<file path="src/rtl/column_height_pkg.sv">
// Shared widths and types for column_height: UQ7.9 distance, height/tex/column widths,
// queue entry layout and FSM states.
package column_height_pkg;
    localparam int VDIST_W  = 16;
    localparam int HEIGHT_W = 10;
    localparam int TEX_W    = 6;
    localparam int COL_W    = 10;
    localparam int ADDR_W   = 9;
    // Holds a partial remainder below vdist shifted left once, so 17 bits always suffice.
    localparam int REM_W    = 18;
    localparam int SAT_W    = VDIST_W + HEIGHT_W;

    typedef enum logic [1:0] { S_IDLE, S_LOAD, S_DIV, S_WRITE } state_e;

    typedef struct packed {
        logic [COL_W-1:0]   column;
        logic               side;
        logic [VDIST_W-1:0] vdist;
        logic [TEX_W-1:0]   tex;
    } entry_t;
endpackage

</file>
<file path="src/rtl/column_height_fifo.sv">
// Generic synchronous FIFO with sync clear; a push into a full FIFO is dropped unless a
// pop happens in the same cycle.
module column_height_fifo #(
    parameter int WIDTH = 8,
    parameter int DEPTH = 4
) (
    input  logic                   clk,
    input  logic                   reset_n,
    input  logic                   clear,
    input  logic                   push,
    input  logic                   pop,
    input  logic [WIDTH-1:0]       din,
    output logic [WIDTH-1:0]       dout,
    output logic                   full,
    output logic                   empty,
    output logic [$clog2(DEPTH):0] count
);
    localparam int AW = $clog2(DEPTH);
    localparam int CW = AW + 1;
    localparam logic [CW-1:0] DEPTH_C = CW'(DEPTH);

    logic [WIDTH-1:0] mem_q [DEPTH];
    logic [AW-1:0]    wp_q, wp_d, rp_q, rp_d;
    logic [CW-1:0]    count_q, count_d;
    logic             do_push, do_pop;

    assign empty   = (count_q == '0);
    assign full    = (count_q == DEPTH_C);
    assign do_pop  = pop && !empty && !clear;
    assign do_push = push && (!full || do_pop) && !clear;
    assign dout    = mem_q[rp_q];
    assign count   = count_q;

    always_comb begin
        wp_d    = wp_q;
        rp_d    = rp_q;
        count_d = count_q;
        if (clear) begin
            wp_d    = '0;
            rp_d    = '0;
            count_d = '0;
        end else begin
            if (do_push) wp_d = wp_q + AW'(1);
            if (do_pop)  rp_d = rp_q + AW'(1);
            count_d = count_q + CW'(do_push) - CW'(do_pop);
        end
    end

    always_ff @(posedge clk or negedge reset_n) begin
        if (!reset_n) begin
            wp_q    <= '0;
            rp_q    <= '0;
            count_q <= '0;
        end else begin
            wp_q    <= wp_d;
            rp_q    <= rp_d;
            count_q <= count_d;
        end
    end

    always_ff @(posedge clk) begin
        if (do_push) mem_q[wp_q] <= din;
    end
endmodule

</file>
<file path="src/rtl/column_height.sv">
// Wall height = SCALE_NUM / vdist per tracer column, queued and written to the trace buffer.
// Optional COLUMN_HEIGHT_STATS_EN adds write-count and peak-queue-fill statistics ports.
module column_height
    import column_height_pkg::*;
#(
    parameter int SCALE_NUM  = 131072,
    parameter int HEIGHT_MAX = 1023,
    parameter int RADIX_BITS = 2,
    parameter int FIFO_DEPTH = 4,
    parameter int COL_BASE   = 64
) (
    input  logic                clk,
    input  logic                reset_n,
    input  logic                flush,
    input  logic                in_store,
    input  logic [COL_W-1:0]    in_column,
    input  logic                in_side,
    input  logic [VDIST_W-1:0]  in_vdist,
    input  logic [TEX_W-1:0]    in_tex,
    output logic                wr_en,
    output logic [ADDR_W-1:0]   wr_addr,
    output logic [HEIGHT_W-1:0] wr_height,
    output logic                wr_side,
    output logic [TEX_W-1:0]    wr_tex,
    output logic                busy,
    output logic                overflow
`ifdef COLUMN_HEIGHT_STATS_EN
    ,
    output logic [9:0]                    stat_writes,
    output logic [$clog2(FIFO_DEPTH):0]   stat_maxfill
`endif
);
    localparam int CW = $clog2(FIFO_DEPTH) + 1;
    localparam int DIV_CYC = HEIGHT_W / RADIX_BITS;
    localparam logic [3:0]          DIV_LAST   = 4'(DIV_CYC - 1);
    localparam logic [SAT_W-1:0]    SCALE_C    = SAT_W'(SCALE_NUM);
    localparam logic [REM_W-1:0]    REM_INIT   = REM_W'(SCALE_NUM >> HEIGHT_W);
    localparam logic [HEIGHT_W-1:0] DVD_INIT   = HEIGHT_W'(SCALE_NUM % (1 << HEIGHT_W));
    localparam logic [HEIGHT_W-1:0] HMAX_C     = HEIGHT_W'(HEIGHT_MAX);
    localparam logic [COL_W-1:0]    COL_BASE_C = COL_W'(COL_BASE);

    entry_t        fifo_in, fifo_out;
    logic          fifo_push, fifo_pop, fifo_full, fifo_empty;
    logic [CW-1:0] fifo_count;

    state_e                state_q, state_d;
    logic [COL_W-1:0]      col_q, col_d;
    logic                  side_q, side_d;
    logic [VDIST_W-1:0]    vdist_q, vdist_d;
    logic [TEX_W-1:0]      tex_q, tex_d;
    logic                  sat_q, sat_d;
    logic [REM_W-1:0]      rem_q, rem_d, div_rem;
    logic [HEIGHT_W-1:0]   dvd_q, dvd_d, div_dvd;
    logic [HEIGHT_W-1:0]   quo_q, quo_d, div_quo;
    logic [3:0]            cnt_q, cnt_d;
    logic                  wr_en_q, wr_en_d;
    logic [ADDR_W-1:0]     wr_addr_q, wr_addr_d;
    logic [HEIGHT_W-1:0]   wr_height_q, wr_height_d;
    logic                  wr_side_q, wr_side_d;
    logic [TEX_W-1:0]      wr_tex_q, wr_tex_d;
    logic                  overflow_q, overflow_d;

    assign fifo_in   = {in_column, in_side, in_vdist, in_tex};
    assign fifo_push = in_store && !flush;

    column_height_fifo #(.WIDTH($bits(entry_t)), .DEPTH(FIFO_DEPTH)) u_fifo (
        .clk     (clk),
        .reset_n (reset_n),
        .clear   (flush),
        .push    (fifo_push),
        .pop     (fifo_pop),
        .din     (fifo_in),
        .dout    (fifo_out),
        .full    (fifo_full),
        .empty   (fifo_empty),
        .count   (fifo_count)
    );

    // RADIX_BITS restoring steps; the dividend's top bits are pre-loaded into the remainder.
    always_comb begin
        div_rem = rem_q;
        div_dvd = dvd_q;
        div_quo = quo_q;
        for (int i = 0; i < RADIX_BITS; i++) begin
            div_rem = {div_rem[REM_W-2:0], div_dvd[HEIGHT_W-1]};
            div_dvd = {div_dvd[HEIGHT_W-2:0], 1'b0};
            if (div_rem >= REM_W'(vdist_q)) begin
                div_rem = div_rem - REM_W'(vdist_q);
                div_quo = {div_quo[HEIGHT_W-2:0], 1'b1};
            end else begin
                div_quo = {div_quo[HEIGHT_W-2:0], 1'b0};
            end
        end
    end

    always_comb begin
        state_d     = state_q;
        col_d       = col_q;
        side_d      = side_q;
        vdist_d     = vdist_q;
        tex_d       = tex_q;
        sat_d       = sat_q;
        rem_d       = rem_q;
        dvd_d       = dvd_q;
        quo_d       = quo_q;
        cnt_d       = cnt_q;
        wr_en_d     = 1'b0;
        wr_addr_d   = wr_addr_q;
        wr_height_d = wr_height_q;
        wr_side_d   = wr_side_q;
        wr_tex_d    = wr_tex_q;
        overflow_d  = overflow_q | (fifo_push && fifo_full && !fifo_pop);
        fifo_pop    = 1'b0;
        if (flush) begin
            state_d = S_IDLE;
            {col_d, side_d, vdist_d, tex_d, sat_d} = '0;
            {rem_d, dvd_d, quo_d, cnt_d} = '0;
            {wr_addr_d, wr_height_d, wr_side_d, wr_tex_d} = '0;
            overflow_d = 1'b0;
        end else begin
            case (state_q)
                S_IDLE: begin
                    if (!fifo_empty) begin
                        fifo_pop = 1'b1;
                        col_d    = fifo_out.column;
                        side_d   = fifo_out.side;
                        vdist_d  = fifo_out.vdist;
                        tex_d    = fifo_out.tex;
                        state_d  = S_LOAD;
                    end
                end
                S_LOAD: begin
                    // Quotient >= 2^HEIGHT_W (vdist=0 included) bypasses the divider.
                    sat_d   = (SCALE_C >= {vdist_q, {HEIGHT_W{1'b0}}});
                    rem_d   = REM_INIT;
                    dvd_d   = DVD_INIT;
                    quo_d   = '0;
                    cnt_d   = '0;
                    state_d = sat_d ? S_WRITE : S_DIV;
                end
                S_DIV: begin
                    rem_d = div_rem;
                    dvd_d = div_dvd;
                    quo_d = div_quo;
                    cnt_d = cnt_q + 4'd1;
                    if (cnt_q == DIV_LAST) state_d = S_WRITE;
                end
                S_WRITE: begin
                    wr_en_d     = 1'b1;
                    wr_addr_d   = ADDR_W'(col_q - COL_BASE_C);
                    wr_height_d = (sat_q || quo_q > HMAX_C) ? HMAX_C : quo_q;
                    wr_side_d   = side_q;
                    wr_tex_d    = tex_q;
                    state_d     = S_IDLE;
                end
                default: state_d = S_IDLE;
            endcase
        end
    end

    always_ff @(posedge clk or negedge reset_n) begin
        if (!reset_n) begin
            state_q     <= S_IDLE;
            col_q       <= '0;
            side_q      <= 1'b0;
            vdist_q     <= '0;
            tex_q       <= '0;
            sat_q       <= 1'b0;
            rem_q       <= '0;
            dvd_q       <= '0;
            quo_q       <= '0;
            cnt_q       <= '0;
            wr_en_q     <= 1'b0;
            wr_addr_q   <= '0;
            wr_height_q <= '0;
            wr_side_q   <= 1'b0;
            wr_tex_q    <= '0;
            overflow_q  <= 1'b0;
        end else begin
            state_q     <= state_d;
            col_q       <= col_d;
            side_q      <= side_d;
            vdist_q     <= vdist_d;
            tex_q       <= tex_d;
            sat_q       <= sat_d;
            rem_q       <= rem_d;
            dvd_q       <= dvd_d;
            quo_q       <= quo_d;
            cnt_q       <= cnt_d;
            wr_en_q     <= wr_en_d;
            wr_addr_q   <= wr_addr_d;
            wr_height_q <= wr_height_d;
            wr_side_q   <= wr_side_d;
            wr_tex_q    <= wr_tex_d;
            overflow_q  <= overflow_d;
        end
    end

    assign wr_en     = wr_en_q;
    assign wr_addr   = wr_addr_q;
    assign wr_height = wr_height_q;
    assign wr_side   = wr_side_q;
    assign wr_tex    = wr_tex_q;
    assign overflow  = overflow_q;
    assign busy      = (fifo_count != '0) || (state_q != S_IDLE);

`ifdef COLUMN_HEIGHT_STATS_EN
    logic [9:0]    stat_writes_q, stat_writes_d;
    logic [CW-1:0] stat_maxfill_q, stat_maxfill_d;

    always_comb begin
        stat_writes_d  = stat_writes_q + 10'(wr_en_q);
        stat_maxfill_d = (fifo_count > stat_maxfill_q) ? fifo_count : stat_maxfill_q;
        if (flush) begin
            stat_writes_d  = '0;
            stat_maxfill_d = '0;
        end
    end

    always_ff @(posedge clk or negedge reset_n) begin
        if (!reset_n) begin
            stat_writes_q  <= '0;
            stat_maxfill_q <= '0;
        end else begin
            stat_writes_q  <= stat_writes_d;
            stat_maxfill_q <= stat_maxfill_d;
        end
    end

    assign stat_writes  = stat_writes_q;
    assign stat_maxfill = stat_maxfill_q;
`endif
endmodule

</file>
<file path="config.mk">
export PLATFORM = sky130hd
export DESIGN_NAME = column_height
export DESIGN_NICKNAME = d
export VERILOG_FILES = /design/src/rtl/column_height_pkg.sv /design/src/rtl/column_height_fifo.sv /design/src/rtl/column_height.sv
export SDC_FILE = /design/constraint.sdc
export NUM_CORES = 1
export LEC_CHECK = 0
export CORE_MARGIN = 2
export CORE_UTILIZATION = 60
export DETAILED_ROUTE_END_ITERATION = 10
export GPL_TIMING_DRIVEN = 0
export PLACE_DENSITY = 0.82
export SYNTH_ARGS = -nofsm -noshare
export SYNTH_HDL_FRONTEND = slang
export SYNTH_HIERARCHICAL = 1
export SYNTH_SLANG_ARGS = --single-unit
</file>
<file path="constraint.sdc">
create_clock -name clk -period 5.5 [get_ports clk]
set_clock_uncertainty 0.1 [all_clocks]
set_input_delay 1.1 -clock clk [delete_from_list [all_inputs] [get_ports clk]]
set_output_delay 1.1 -clock clk [all_outputs]
set_load 0.01 [all_outputs]
</file>
==> flow_summary.rst <==
.. list-table::
   :header-rows: 1

   * - Metric
     - Value
   * - Outcome
     - finished, final reports clean
   * - Total vias in the final route
     - 7163
   * - Initial antenna violation count
     - 0
   * - Vias in the first global route
     - 7326
   * - Count of standard-cell rows
     - 49
   * - Starting utilization of the core area
     - 0.612
   * - Headroom to the max-slew limit
     - 0.391
   * - Number of slew-limit violations in the final report
     - 0
   * - Die outline height
     - 139 µm
   * - Full die area
     - 19400 µm²
   * - Final Wtd Congestion
     - 0.925
   * - Number of stages on the worst hold path
     - 1
   * - Clock latency on the worst-skew pair
     - 0.53 ns
   * - Grt total ovfl
     - 0
   * - Total placed instance area
     - 12000 µm²
   * - Yosys warning count
     - 6
   * - Final setup vio count
     - 0
   * - Antenna cell count
     - 0
   * - Final critical-path share of the clock period
     - 0.954
   * - Number of nets in the finished design
     - 983
   * - Leading cell types in the layout, fill and taps excluded
     - sky130_fd_sc_hd__edfxtp_1 (128), sky130_fd_sc_hd__dfrtp_1 (101), sky130_fd_sc_hd__nor2_1 (70), sky130_fd_sc_hd__clkdlybuf4s50_1 (63), sky130_fd_sc_hd__ha_1 (45)
   * - Type of element launching the critical path
     - flop
   * - Hold Worst Slack
     - 0.404 ns
   * - First-pass GRT wire length
     - 39500 µm
   * - Reg2Reg Capture Point
     - rem_q[8]
   * - H-tree lvl count
     - 1
   * - Post-synthesis average cell area
     - 13.6 µm²
   * - Die Width
     - 139 µm
   * - Post-Synthesis Cell Area
     - 11000 µm²
   * - Post-Syn Nets
     - 892
   * - Setup slack, reg-to-reg
     - 0.25 ns
   * - Share of cells above drive strength 1
     - 0.159
   * - Upper clock frequency limit
     - 191 MHz
   * - Clock-pin slew of the registers on the worst-case setup and hold paths
     - 0.07 ns
   * - Number of remaining DRC errors
     - 0
   * - Setup Crit Path Kind
     - reg2reg
   * - TritonCTS clock tree
     - yes
   * - Depth of the most critical reg-to-reg path
     - 19
   * - HPWL Detailed
     - 16500 µm
   * - Routed length per placed instance
     - 21.5 µm
   * - Final worst path period need
     - 5.25 ns
   * - Critical hold path startpoint
     - quo_q[9]
   * - First-pass detailed-route iteration total
     - 5
   * - Maximum root-to-sink buffer count
     - 3
   * - Pin slew with the least headroom to its limit
     - 0.914 ns
   * - Top-Level Pins
     - 66
   * - Max-cap viol count
     - 0
   * - Sink count of the clock tree
     - 229
   * - Data arrival time of the critical path
     - 5.54 ns
   * - Number of standard cells after synthesis
     - 808
   * - Vias per cell
     - 6.25
   * - Pre-CTS setup slack
     - 0.135 ns
   * - Total track usage
     - 0.258
   * - Post-route ant nets
     - 0
   * - RSZ-0062 raised after global routing
     - false
   * - Largest net degree at the start of global routing
     - 54
   * - Kind of end point of the critical path
     - flop
   * - Cts-stage hold buffer count
     - 0
   * - Relative area change from synthesis to final layout
     - 16.6%
   * - Reg2Reg Launch Point
     - vdist_q[0]
   * - CORE AREA
     - 18000 µm²
   * - Leading cell type in the layout, fill and taps excluded
     - sky130_fd_sc_hd__edfxtp_1
   * - Number of buffers inserted during clock tree synthesis
     - 24
   * - Routed wire length
     - 24700 µm
   * - Drt first-iter violations
     - 592
   * - Final instance area
     - 12800 µm²
   * - Final Hold Vio Count
     - 0
   * - Worst endpoint required time
     - 5.79 ns
   * - Endpoint of the worst hold path
     - quo_q[9]
   * - Critical path fanouts, max
     - 10
   * - Setup ws final
     - 0.252 ns
   * - Number of port buffers
     - 64
   * - Root buffer selected by CTS
     - sky130_fd_sc_hd__clkbuf_16
   * - Hold Crit Class
     - reg2reg
worst max path at each step:
stage	start	end	slack, ns	depth (start not counted)
2_1_floorplan	vdist_q[0]	rem_q[12]	0.88	19
3_3_place_gp	reset_n	wr_addr[1]	-0.64	1
3_5_place_dp	vdist_q[0]	rem_q[12]	0.14	19
4_1_cts	vdist_q[0]	rem_q[12]	0.08	19
5_1_grt	vdist_q[0]	rem_q[8]	0.003	19
6_report	vdist_q[0]	rem_q[8]	0.25	19
layout make-up:
| type | instances | area [µm²] |
|---|---|---|
| Timing Repair Buffer | 65 | 666 |
| Sequential cell | 229 | 6370 |
| Tap cell | 229 | 287 |
| Inverter | 32 | 120 |
| Buffer | 40 | 221 |
| Multi-Input combinational cell | 507 | 4310 |
| Clock buffer | 29 | 629 |
| Clock inverter | 15 | 223 |
| Fill cell | 1169 | 5140 |
worst max-delay path, cell delays in order, from the launching register on:
cell and delay [ns]:
sky130_fd_sc_hd__dfrtp_1 0.32, sky130_fd_sc_hd__buf_4 0.18, sky130_fd_sc_hd__inv_1 0.10, sky130_fd_sc_hd__fa_1 0.50, sky130_fd_sc_hd__a211oi_2 0.30, sky130_fd_sc_hd__o211ai_2 0.18, sky130_fd_sc_hd__and4_1 0.26, sky130_fd_sc_hd__o211ai_2 0.26
sky130_fd_sc_hd__nand2_2 0.16, sky130_fd_sc_hd__buf_4 0.24, sky130_fd_sc_hd__mux2_2 0.30, sky130_fd_sc_hd__ha_1 0.35, sky130_fd_sc_hd__and3_1 0.17, sky130_fd_sc_hd__a31o_2 0.25, sky130_fd_sc_hd__or2_2 0.32, sky130_fd_sc_hd__o211ai_1 0.28
sky130_fd_sc_hd__a21oi_2 0.19, sky130_fd_sc_hd__buf_2 0.25, sky130_fd_sc_hd__o211ai_1 0.28, sky130_fd_sc_hd__nand3_1 0.10
registers in the layout (all words and copies together), names as in the netlist:
register,count
u_fifo/mem_q,128
rem_q,17
vdist_q,16
quo_q,10
wr_height,10
col_q,9
wr_addr,9
tex_q,6
wr_tex,6
cnt_q,4
u_fifo/count,3
state_q,2
u_fifo/rp_q,2
u_fifo/wp_q,2
overflow,1
sat_q,1
side_q,1
wr_en,1
wr_side,1
through the flow:
stage	util	instances	TNS [ns]
after floorplan	-	808	0
after global placement	0.664	1101	-64.06
after detailed placement	0.666	1102	0
after CTS	0.713	1146	0
after global routing	0.714	1146	0
final	0.714	1146	0
metal layers:
metal	wire, µm	global-route usage	part of all wire
met5	0	0	0
met4	861	0.0994	0.035
met3	1310	0.0427	0.053
met2	12200	0.419	0.49
met1	10300	0.355	0.42
what timing repair did:
action / in CTS / in global routing
setup endpoints to repair: 0 / 13
resized for setup: 0 / 7
setup buffers: 0 / 0
Power is not shown: default switching activity piles up to over one toggle a cycle in this logic, so the estimate is an artifact.
